**src/rtl/ram_capture_ctrl.sv**
```systemverilog
// Capture RAM sequencer: arms on an edge pulse, fills the RAM with samples,
// then streams the stored words back out over a valid/ready handshake.
module ram_capture_ctrl #(
  parameter int ADDR_W = 10,
  parameter int DATA_W = 16
) (
  input  logic              clk,
  input  logic              i_rst,
  input  logic              i_edge,
  input  logic              i_sample_valid,
  input  logic [DATA_W-1:0] i_sample,
  input  logic              i_dump,
  input  logic              i_abort,
  output logic [ADDR_W-1:0] o_ram_addr,
  output logic              o_ram_we,
  output logic [DATA_W-1:0] o_ram_wdata,
  output logic              o_ram_re,
  input  logic [DATA_W-1:0] i_ram_rdata,
  output logic [DATA_W-1:0] o_rd_data,
  output logic              o_rd_valid,
  input  logic              i_rd_ready,
  output logic              o_full_mem_indicator,
  output logic              o_busy
);

  localparam logic [ADDR_W-1:0] LAST = '1;
  localparam logic [ADDR_W-1:0] ONE  = ADDR_W'(1);

  typedef enum logic [2:0] {
    S_IDLE,
    S_CAPTURE,
    S_FULL,
    S_RD_REQ,
    S_RD_WAIT,
    S_RD_HOLD
  } state_t;

  state_t            state_q, state_d;
  logic [ADDR_W-1:0] wr_ptr_q, wr_ptr_d;
  logic [ADDR_W-1:0] rd_ptr_q, rd_ptr_d;
  logic [DATA_W-1:0] rd_data_q, rd_data_d;
  logic              we, re;

  always_comb begin
    state_d   = state_q;
    wr_ptr_d  = wr_ptr_q;
    rd_ptr_d  = rd_ptr_q;
    rd_data_d = rd_data_q;
    if (i_abort) begin
      state_d   = S_IDLE;
      wr_ptr_d  = '0;
      rd_ptr_d  = '0;
      rd_data_d = '0;
    end else begin
      unique case (state_q)
        S_IDLE: begin
          if (i_edge) begin
            state_d  = S_CAPTURE;
            wr_ptr_d = '0;
          end
        end
        S_CAPTURE: begin
          if (i_sample_valid) begin
            wr_ptr_d = wr_ptr_q + ONE;
            if (wr_ptr_q == LAST) state_d = S_FULL;
          end
        end
        S_FULL: begin
          if (i_dump) begin
            state_d  = S_RD_REQ;
            rd_ptr_d = '0;
          end
        end
        S_RD_REQ: state_d = S_RD_WAIT;
        S_RD_WAIT: begin
          rd_data_d = i_ram_rdata;
          state_d   = S_RD_HOLD;
        end
        S_RD_HOLD: begin
          if (i_rd_ready) begin
            if (rd_ptr_q == LAST) begin
              // Last word consumed: leave every output at 0 in IDLE.
              state_d   = S_IDLE;
              rd_data_d = '0;
            end else begin
              rd_ptr_d = rd_ptr_q + ONE;
              state_d  = S_RD_REQ;
            end
          end
        end
        default: state_d = S_IDLE;
      endcase
    end
  end

  always_ff @(posedge clk or posedge i_rst) begin
    if (i_rst) begin
      state_q   <= S_IDLE;
      wr_ptr_q  <= '0;
      rd_ptr_q  <= '0;
      rd_data_q <= '0;
    end else begin
      state_q   <= state_d;
      wr_ptr_q  <= wr_ptr_d;
      rd_ptr_q  <= rd_ptr_d;
      rd_data_q <= rd_data_d;
    end
  end

  assign we = (state_q == S_CAPTURE) && i_sample_valid;
  assign re = (state_q == S_RD_REQ);

  always_comb begin
    o_ram_addr  = '0;
    o_ram_wdata = '0;
    if (we) begin
      o_ram_addr  = wr_ptr_q;
      o_ram_wdata = i_sample;
    end else if (re) begin
      o_ram_addr = rd_ptr_q;
    end
  end

  assign o_ram_we   = we;
  assign o_ram_re   = re;
  assign o_rd_data  = rd_data_q;
  assign o_rd_valid = (state_q == S_RD_HOLD);

  assign o_full_mem_indicator = (state_q == S_FULL)    ||
                                (state_q == S_RD_REQ)  ||
                                (state_q == S_RD_WAIT) ||
                                (state_q == S_RD_HOLD);

  assign o_busy = (state_q == S_CAPTURE) ||
                  (state_q == S_RD_REQ)  ||
                  (state_q == S_RD_WAIT) ||
                  (state_q == S_RD_HOLD);

endmodule
```
**config.mk**
```make
export PLATFORM = sky130hd
export DESIGN_NAME = ram_capture_ctrl
export DESIGN_NICKNAME = d
export VERILOG_FILES = /design/src/rtl/ram_capture_ctrl.sv
export SDC_FILE = /design/constraint.sdc
export NUM_CORES = 1
export LEC_CHECK = 0
export CORE_MARGIN = 2
export CORE_UTILIZATION = 50
export DETAILED_ROUTE_END_ITERATION = 7
export DONT_BUFFER_PORTS = 1
export GPL_ROUTABILITY_DRIVEN = 0
export PLACE_DENSITY_LB_ADDON = 0.15
export SLEW_MARGIN = 20
export SYNTH_ARGS = -nofsm -noshare
export SYNTH_HDL_FRONTEND = slang
export SYNTH_SLANG_ARGS = --single-unit
```
**constraint.sdc**
```tcl
create_clock -name clk -period 5.1 [get_ports clk]
set_input_delay 0.765 -clock clk [delete_from_list [all_inputs] [get_ports clk]]
set_output_delay 0.765 -clock clk [all_outputs]
set_load 0.02 [all_outputs]
```
After elaboration in Yosys (flattened, before gate mapping)

Index checks and enable logic that the tools add are counted.

Register bits: 39
Latch bits: 0
Memory bits (writable): 0
Bits in read-only memories: 0
Word-level logic and storage cells: 59
Memories: 0

$add $sub $neg: 2
Multipliers: 0
Divide/modulo/power cells: 0
$lt $le $gt $ge: 0
Equality and inequality tests: 14
Shift-type cells: 0
Mux-type cells: 24
Bitwise gates (word level): 0
Reductions and logical operators: 15

Operator list:

| cell                                                 | number |
|---|---|
| 2-to-1 mux 10 bit                                    | 9 |
| 2-to-1 mux 16 bit                                    | 4 |
| one-hot mux 10 bit (2 select lines)                  | 2 |
| one-hot mux 16 bit (2 select lines)                  | 1 |
| adder 10 x 1 -> 10 bit (second input constant)       | 2 |
| equality test 10 bit (second input constant)         | 2 |
| 2-to-1 mux 3 bit                                     | 6 |
| one-hot mux 3 bit (6 select lines)                   | 1 |
| != test 3 bit (second input constant)                | 5 |
| nonzero test 3 bit                                   | 3 |
| equality test 3 x 2 -> 1 bit (second input constant) | 2 |
| equality test 3 bit (second input constant)          | 2 |
| logical OR 1 bit                                     | 6 |
| != test 3 x 2 -> 1 bit (second input constant)       | 2 |
| AND reduction 3 bit                                  | 2 |
| AND reduction 5 bit                                  | 1 |
| AND reduction 4 bit                                  | 1 |
| equality test 3 x 1 -> 1 bit (second input constant) | 1 |
| logical NOT 3 bit                                    | 1 |
| 2-to-1 mux 2 bit                                     | 1 |
| logical AND 1 bit                                    | 1 |

Logic depth before layout (Yosys ltp)

Gate-level depths: netlist of run 1.

Word-level depth: 5
Mapped depth: 7

Worst setup path before layout of run 1

No wires, ideal clock.

Path kind: input-to-output
From: input port i_sample_valid
To: output port o_ram_wdata[10]
Data arrival time: 1.791 ns
Required time: 4.335 ns
Setup slack: 2.544 ns
Stages on the path: 4
Path through: and3_1 clkbuf_1 clkbuf_1 and2_1

Word-level cells in the longest chain between the ends: 2

Ends and longest elaborated chain:

| element            | line | source |
|---|---|---|
| start, declared    | 10   | `input logic i_sample_valid,` |
| logical AND 1 bit  | 110  | `assign we = (state_q == S_CAPTURE) && i_sample_valid;` |
| named net o_ram_we | 15   | `output logic o_ram_we,` |
| 2-to-1 mux 16 bit  | 116  | `if (we) begin` |
| end, declared      | 16   | `output logic [DATA_W-1:0] o_ram_wdata,` |

The timed path passes the listed nets, and every way through them passes these cells.

Final worst setup path of run 1

From: register state_q[0]
To: output port o_ram_addr[6]

Word-level cells in the longest chain between the ends: 3
Elaborated cells between the ends (all ways): 5

Ends and longest elaborated chain:

| element                      | line | source |
|---|---|---|
| start, declared              | 38   | `state_t state_q, state_d;` |
| start signal, assigned       | 103  | `state_q <= state_d;` |
| equality test 3 x 1 -> 1 bit | 110  |  |
| logical AND 1 bit            | 110  |  |
| named net o_ram_we           | 15   |  |
| 2-to-1 mux 10 bit            | 116  |  |
| end, declared                | 14   | `output logic [ADDR_W-1:0] o_ram_addr,` |

The timed path passes the listed nets, and every way through them passes these cells.

==> impl_metrics.ini, run 1 <==
[cells_and_area]
seq_area_um2 = 975.9
multi_input_area_um2 = 1262
final_common_cell = dfrtp_1
diodes = 0
syn2layout_area_growth_pct = 2.789
nets = 294
drive_above_1_share_pct = 5.906
fillers = 442
layout_common_cells = dfrtp_1 (39), nand3_1 (28), a21oi_1 (24)
final_util_pct = 52.43

[logic_synthesis]
yosysWarnings = 0
synthFlopType = dfrtp_1
synth_edf_count = 0
synth.cell_area_um2 = 2377
syn-num-nets = 307
synthArstFlopShare_pct = 100.0
ys_ff_latch = 39
syn_inst = 266
seq_area_frac_synth_pct = 41.05
synth_area_per_cell_um2 = 8.937
ys_types = 49

[worst_setup_path]
cp-end-kind = output pin
worstPathRequired_ns = 4.34
crit_cells = 4
critPathKind = reg2out
r2r_slack_ns = 2.89
worstPathArrival_ns = 2.28
slowest_delay_ns = 0.77
critical-path-slowest-cell = and3_1
worstSetupStartpointType = flop
reg2reg_depth = 4
worstReg2RegEnd = wr_ptr_q[3]$_DFFE_PP0P_
path_cells = inv_1 -> nor2_1 -> and3_1 -> a22o_1
r2r_start = state_q[0]$_DFFE_PP0P_
path_delay_family = simple AND/OR/NAND/NOR gates
cp_num_buf_inv = 1
crit_path_max_fanout = 27

[floorplanning]
row_count = 25
dieArea_um2 = 5322
start_util_pct = 51.01
fp.dieW_um = 72.96
dieHeight_um = 72.96
coreArea_um2 = 4661
io_pins = 86

[sta]
tightest_slew_ns = 0.9858
min_period_ns = 3.048
setup-tns-final_ns = 0
max_freq_ghz = 0.3280
slew_headroom_pct = 34.28
setup_viol = 0
hold_viol = 0
fin_worst_skew_ns = 0.007492
period_share_pct = 59.77
final_max_slew_viol_count = 0
grt_setup_unrepaired = no
fin_ws_ns = 2.052

[detailed_routing]
vias_per_cell = 6.568
routedWlPerCell_um = 18.81
route.detailed.drc = 0
ant_nets = 0
drt_iter0_markers = 168
drt_wl_total_um = 5792
drt-pass1-iter-count = 4
num_vias = 2023

[pwr]
intPower_mw = 0.4614
power.density_nw_per_um2 = 261.7
p_clk_share_pct = 35.9
p_leak_nw = 0.9855
p_comb_share_pct = 12.6
switching_share_pct = 27.85
power_switching_mw = 0.1781
sequentialPowerShare_pct = 51.5
peakVddDrop_mv = 0.1415

[placement]
post-dp-hpwl_um = 3960
port_buffers = 0
place_ws_ns = 2.368

[job]
drv_cap = 0

[grt]
first_global_vias = 1703
grt_max_degree = 40
grt_use_total_pct = 21.39
antenna_found_initial = 0
grt_pass1_wl_um = 8949
grt-ovfl-total = 0

[clock_tree]
cts_buffer_depth = 2
root_buffer = clkbuf_8
clock_latency_ns = 0.29
clk_pin_slew_ns = 0.07
h-tree-depth = 2
ctsResizeCount = 0
cts_tree = yes
cts_sinks = 39
post_cts_buffers = 0
numCtsBuffers = 5
holdBufCountCts = 0

[status]
status = finished, final reports clean

[hold_path]
hold_path_class = in2async
==> power groups by stage <==
stage	registers, mW	clock network [mW]	logic [mW]
after floorplan	0.328	0	0.0796
after global placement	0.335	0	0.0802
after detailed placement	0.335	0	0.0807
after CTS	0.329	0.237	0.0808
after global routing	0.331	0.248	0.0902
final	0.329	0.230	0.0804
==> area by class of cell <==
| type | instances | share of cell area, % |
|---|---|---|
| Clock buffer | 8 | 4.096 |
| Inverter | 6 | 0.9217 |
| Timing Repair Buffer | 2 | 0.6144 |
| Tap cell | 54 | 2.765 |
| Multi-Input combinational cell | 199 | 51.66 |
| Sequential cell | 39 | 39.94 |
==> worst reg2reg max path, delay by kind of cell, from the launching register on <==
family	cells	cell delay (ns)
AO/OA/AOI/OAI	3	1.20
flip-flops	1	0.52
multiplexers	1	0.39
==> metal layers <==
layer  wire [um]  share of wire [%]  GRT usage (%)
met1        2770                 48          31.31
met2        2746                 47          31.62
met3         215                3.7          4.696
met4          59                1.0          6.584
met5           0                  0              0
==> metrics by stage <==
step                instances  hold slack, ns  instance area (um^2)  power [mW]
finish                    308          0.4861                  2444      0.6395
detailed placement        300          0.5315                  2344      0.4158
floorplan                 266          0.4807                  2377      0.4074
CTS                       308          0.5070                  2444      0.6465
global placement          300          0.5401                  2344      0.4152
global route              308          0.5180                  2444      0.6697
==> worst max path at each step <==
stage                           start         endpoint  slack (ns)
2_1_floorplan          i_sample_valid  o_ram_wdata[10]        2.54
3_3_place_gp   state_q[0]$_DFFE_PP0P_    o_ram_addr[6]        2.41
3_5_place_dp   state_q[0]$_DFFE_PP0P_    o_ram_addr[6]        2.37
4_1_cts        state_q[0]$_DFFE_PP0P_    o_ram_addr[6]        2.04
5_1_grt        state_q[0]$_DFFE_PP0P_    o_ram_addr[6]        1.84
6_report       state_q[0]$_DFFE_PP0P_    o_ram_addr[6]        2.05
==> cell usage after synthesis (2+ instances only) <==
library cell	n	area, um^2
a22oi_1	16	120.1
nand3_1	28	140.1
or4_1	6	45.04
dfrtp_1	39	975.9
o21ai_0	15	75.07
nor4_1	2	12.51
mux2i_1	2	20.02
nand2_1	9	33.78
and3_1	8	50.05
buf_6	2	22.52
nor2_1	10	37.54
and2_1	18	112.6
buf_2	8	40.04
clkbuf_1	8	30.03
a31oi_1	2	12.51
a21oi_1	24	120.1
buf_4	2	15.01
nor3b_1	2	15.01
a22o_1	11	96.34
nand2b_1	4	25.02
a21boi_1	4	30.03
or3_1	3	18.77
o31ai_1	10	75.07
nand4_1	2	12.51
ha_1	2	25.02
inv_1	6	22.52
==> registers in the layout, indices dropped and copies added, names as in the netlist <==
register   cells
wr_ptr_q      10
o_rd_data     16
state_q        3
rd_ptr_q      10
==> kinds of logic after synthesis <==
kind of cell | count (synthesis) | synth area share, %
buffers and inverters | 28 | 5.842
DFF | 39 | 41.05
AOI/OAI and AO/OA | 90 | 25.37
adders and majority gates | 2 | 1.052
muxes | 3 | 1.316
xor gates and xnor gates | 1 | 0.3685
and+or+nand+nor | 103 | 25.00
Power figures use the tool's default switching activity.
==> inputs of run 2 (changes only) <==
Clock period 5.1 ns to 3.1 ns, I/O delays scaled along.
==> impl_metrics.ini, run 2 (synthesized netlist as in run 1, its figures left out) <==
[detailed_routing]
route.detailed.drc = 0
ant_nets = 0
routed-wl-met3_um = 310
routedWlPerCell_um = 18.68
drt-pass1-iter-count = 4
drt_iter0_markers = 163
wl_met1_um = 2610
met2_length_um = 2800
vias_per_cell = 6.487
top_layer = met4
num_vias = 2011
drt_wl_total_um = 5792

[cells_and_area]
largest_reg_flops = 16
fin_cells = 310
final_common_cell = dfrtp_1
layout_common_cells = dfrtp_1 (39), nand3_1 (28), a21oi_1 (24)
nets = 296
drive_above_1_share_pct = 6.641
final_util_pct = 52.75
syn2layout_area_growth_pct = 3.421
diodes = 0
final_area_um2 = 2459

[sta]
period_share_pct = 83.33
setup_viol = 0
fin_worst_skew_ns = 0.007431
grt_setup_unrepaired = no
hold_viol = 0
max_freq_ghz = 0.3871
slew_headroom_pct = 49.46
final_max_slew_viol_count = 0
min_period_ns = 2.583
tightest_slew_ns = 0.7566
setup-tns-final_ns = 0

[worst_setup_path]
crit_path_max_fanout = 27
worstPathArrival_ns = 2.12
critPathKind = reg2out
cp-end-kind = output pin
worstPathRequired_ns = 2.63
crit_path_start = state_q[0]$_DFFE_PP0P_
worstSetupStartpointType = flop
r2r_start = state_q[1]$_DFFE_PP0P_

[pwr]
sequentialPowerShare_pct = 51.0
p_clk_share_pct = 36.3
design_power_total_mw = 1.060
peakVddDrop_mv = 0.2786
p_comb_share_pct = 12.7
power.density_nw_per_um2 = 431.1
intPower_mw = 0.7625
p_leak_nw = 0.9959
switching_share_pct = 28.05
power_switching_mw = 0.2973

[floorplanning]
start_util_pct = 51.01
row_count = 25
fp.dieW_um = 72.96
dieHeight_um = 72.96
io_pins = 86
dieArea_um2 = 5322
coreArea_um2 = 4661

[job]
drv_cap = 0

[placement]
placed_area_um2 = 2359
post-dp-hpwl_um = 4005
place_inst = 302
port_buffers = 0

[clock_tree]
cts_tree = yes
h-tree-depth = 2
cts_buffer_depth = 2
clk_pin_slew_ns = 0.08
ctsResizeCount = 0
post_cts_buffers = 0
numCtsBuffers = 5
holdBufCountCts = 0
root_buffer = clkbuf_8
cts_sinks = 39
clock_latency_ns = 0.30

[grt]
grt_use_total_pct = 21.59
grt_pass1_wl_um = 8894
antenna_found_initial = 0
grt-ovfl-total = 0
grt_max_degree = 40
first_global_vias = 1723

[status]
status = finished, final reports clean

[hold_path]
hold_path_class = in2async
run 2: cell count changes in the layout (fill, tap and decap cells not counted), sizes merged:
cell | previous run | this run
buf | 2 | 4
run 2: area by class of cell:
| cell class | count | area [um^2] |
|---|---|---|
| Sequential cell | 39 | 975.9 |
| Tap cell | 54 | 67.56 |
| Timing Repair Buffer | 4 | 30.03 |
| Inverter | 6 | 22.52 |
| Clock buffer | 8 | 100.1 |
| Multi-Input combinational cell | 199 | 1262 |
| Fill cell | 426 | 2202 |
run 2: per-stage QoR:
step                      hold slack (ns)  worst slack [ns]
after floorplan                    0.4807            0.9830
after detailed placement           0.5221            0.8606
after global routing               0.2159            0.3783
after CTS                          0.1974            0.5318
final                              0.1690            0.5169
after global placement             0.5132            0.9319
run 2: power by group through the flow:
stage / sequential (mW) / clock (mW) / combinational, mW
2_1_floorplan: 0.539 / 0 / 0.131
3_3_place_gp: 0.550 / 0 / 0.135
3_5_place_dp: 0.550 / 0 / 0.137
4_1_cts: 0.540 / 0.395 / 0.137
5_1_grt: 0.542 / 0.408 / 0.149
6_report: 0.540 / 0.384 / 0.135
run 2: worst paths after layout:
check	endpoint	slack (ns)	cells after the start
worst min-delay path	o_rd_data[10]$_DFFE_PP0P_	0.17	2
worst max-delay path	o_ram_addr[3]	0.52	4
max in group asynchronous	rd_ptr_q[2]$_DFFE_PP0P_	2.56	2
min in group clk	o_rd_data[3]$_DFFE_PP0P_	0.22	1
worst min register to register	wr_ptr_q[6]$_DFFE_PP0P_	0.56	1
worst max register to register	o_rd_data[2]$_DFFE_PP0P_	0.92	4
run 2: layer usage:
metal | GRT usage [%] | vias up
met5 | 0 | -
met4 | 6.790 | 0
met2 | 31.92 | 56
met3 | 6.077 | 5
met1 | 30.74 | 976
li1 | - | 974
run 2: worst max-delay path, stage by stage (launching register included):
cell	delay, ns
dfrtp_1	0.50
inv_1	0.16
nor2_1	0.13
and3_1	0.64
a22o_1	0.38
==> inputs of run 3 (changes only) <==
Clock period 3.1 ns to 2.25 ns, I/O delays scaled along.
==> impl_metrics.ini, run 3 (synthesized netlist as in run 1, its figures left out) <==
[cells_and_area]
diodes = 0
drive_above_1_share_pct = 10.57
largest_reg_flops = 16
final_common_cell = dfrtp_1
layout_common_cells = dfrtp_1 (38), nand3_1 (28), a21oi_1 (24)
syn2layout_area_growth_pct = 6.105
nets = 306

[floorplanning]
coreArea_um2 = 4661
fp.dieW_um = 72.96
row_count = 25
start_util_pct = 51.01
dieArea_um2 = 5322
io_pins = 86
dieHeight_um = 72.96

[detailed_routing]
drt-pass1-iter-count = 4
route.detailed.drc = 0
drt_wl_total_um = 5791
vias_per_cell = 6.351
num_vias = 2026
ant_nets = 0
drt_iter0_markers = 178
routedWlPerCell_um = 18.15

[sta]
hold_slack_ns = 0.05498
min_period_ns = 2.081
setup_viol = 0
fin_worst_skew_ns = 0.001427
fin_ws_ns = 0.1689
grt_setup_unrepaired = no
tightest_slew_ns = 0.6914
setup-tns-final_ns = 0
hold_viol = 0
period_share_pct = 92.49
slew_headroom_pct = 53.82
max_freq_ghz = 0.4805
final_max_slew_viol_count = 0

[placement]
port_buffers = 0
post-dp-hpwl_um = 4108
place_ws_ns = 0.3396

[pwr]
sequentialPowerShare_pct = 51.9
switching_share_pct = 28.04
power.density_nw_per_um2 = 566.4
intPower_mw = 1.028
peakVddDrop_mv = 0.2991
p_clk_share_pct = 33.4
power_switching_mw = 0.4005
p_comb_share_pct = 14.6
p_leak_nw = 1.041
design_power_total_mw = 1.429

[grt]
grt_max_degree = 40
grt-ovfl-total = 0
grt_use_total_pct = 22.15
antenna_found_initial = 0
grt_pass1_wl_um = 9197
first_global_vias = 1801

[status]
status = finished, final reports clean

[clock_tree]
h-tree-depth = 2
numCtsBuffers = 5
cts_buffer_depth = 2
root_buffer = clkbuf_8
clk_pin_slew_ns = 0.07
cts_sinks = 39
cts_tree = yes
clock_latency_ns = 0.29

[worst_setup_path]
cp-end-kind = output pin
crit_path_max_fanout = 12
worstPathRequired_ns = 1.91
worstPathArrival_ns = 1.74
worstSetupStartpointType = flop
critPathKind = reg2out

[job]
drv_cap = 0

[hold_path]
hold_path_class = in2async
-- run 3: per-layer routing --
metal | GRT usage, % | vias to the layer above | wire [um]
li1 | - | 989 | -
met1 | 31.84 | 971 | 2665
met2 | 31.82 | 56 | 2710
met3 | 5.939 | 10 | 324
met4 | 8.436 | 0 | 91
met5 | 0 | - | 0
-- run 3: worst paths after layout --
path	slack (ns)	start	cells past startpoint	to
max	0.17	state_q[2]$_DFFE_PP0P_	4	o_ram_addr[8]
max reg2reg	0.36	wr_ptr_q[0]$_DFFE_PP0P_	5	state_q[0]$_DFFE_PP0P_
min reg2reg	0.55	rd_ptr_q[0]$_DFFE_PP0P_	1	rd_ptr_q[0]$_DFFE_PP0P_
min	0.05	i_rst	2	o_rd_data[10]$_DFFE_PP0P_
min in group clk	0.10	i_abort	1	o_rd_data[3]$_DFFE_PP0P_
max in group asynchronous	1.81	i_rst	2	state_q[0]$_DFFE_PP0P_
-- run 3: power by group through the flow --
stage | sequential [mW] | combinational, mW | clock, mW
CTS | 0.741 | 0.211 | 0.488
finish | 0.742 | 0.209 | 0.478
detailed placement | 0.754 | 0.210 | 0
floorplan | 0.743 | 0.180 | 0
global placement | 0.754 | 0.210 | 0
global route | 0.744 | 0.232 | 0.514
-- run 3: cell type report --
| class | instances | area [um^2] |
|---|---|---|
| Clock buffer | 6 | 82.58 |
| Sequential cell | 39 | 977.2 |
| Clock inverter | 1 | 5.005 |
| Inverter | 6 | 22.52 |
| Fill cell | 422 | 2138 |
| Tap cell | 54 | 67.56 |
| Timing Repair Buffer | 14 | 105.1 |
| Multi-Input combinational cell | 199 | 1262 |
-- run 3: through the flow --
stage	util [%]	instance area, um^2	std cells
6_report	54.12	2522	319
3_5_place_dp	52.21	2434	312
5_1_grt	54.12	2522	319
2_1_floorplan	-	2377	266
4_1_cts	54.09	2521	319
3_3_place_gp	52.21	2434	312
-- run 3: worst max-delay path: stages (launching register included) --
cell     delay, ns
dfrtp_1       0.38
buf_4         0.17
inv_1         0.11
and3_1        0.45
a22o_1        0.34
-- run 3: what timing repair did --
item                       in CTS  in global routing
setup endpoints to repair       0                  1
gates resized for setup         0                  1
hold buffers                    0                  0
setup buffers                   0                  0
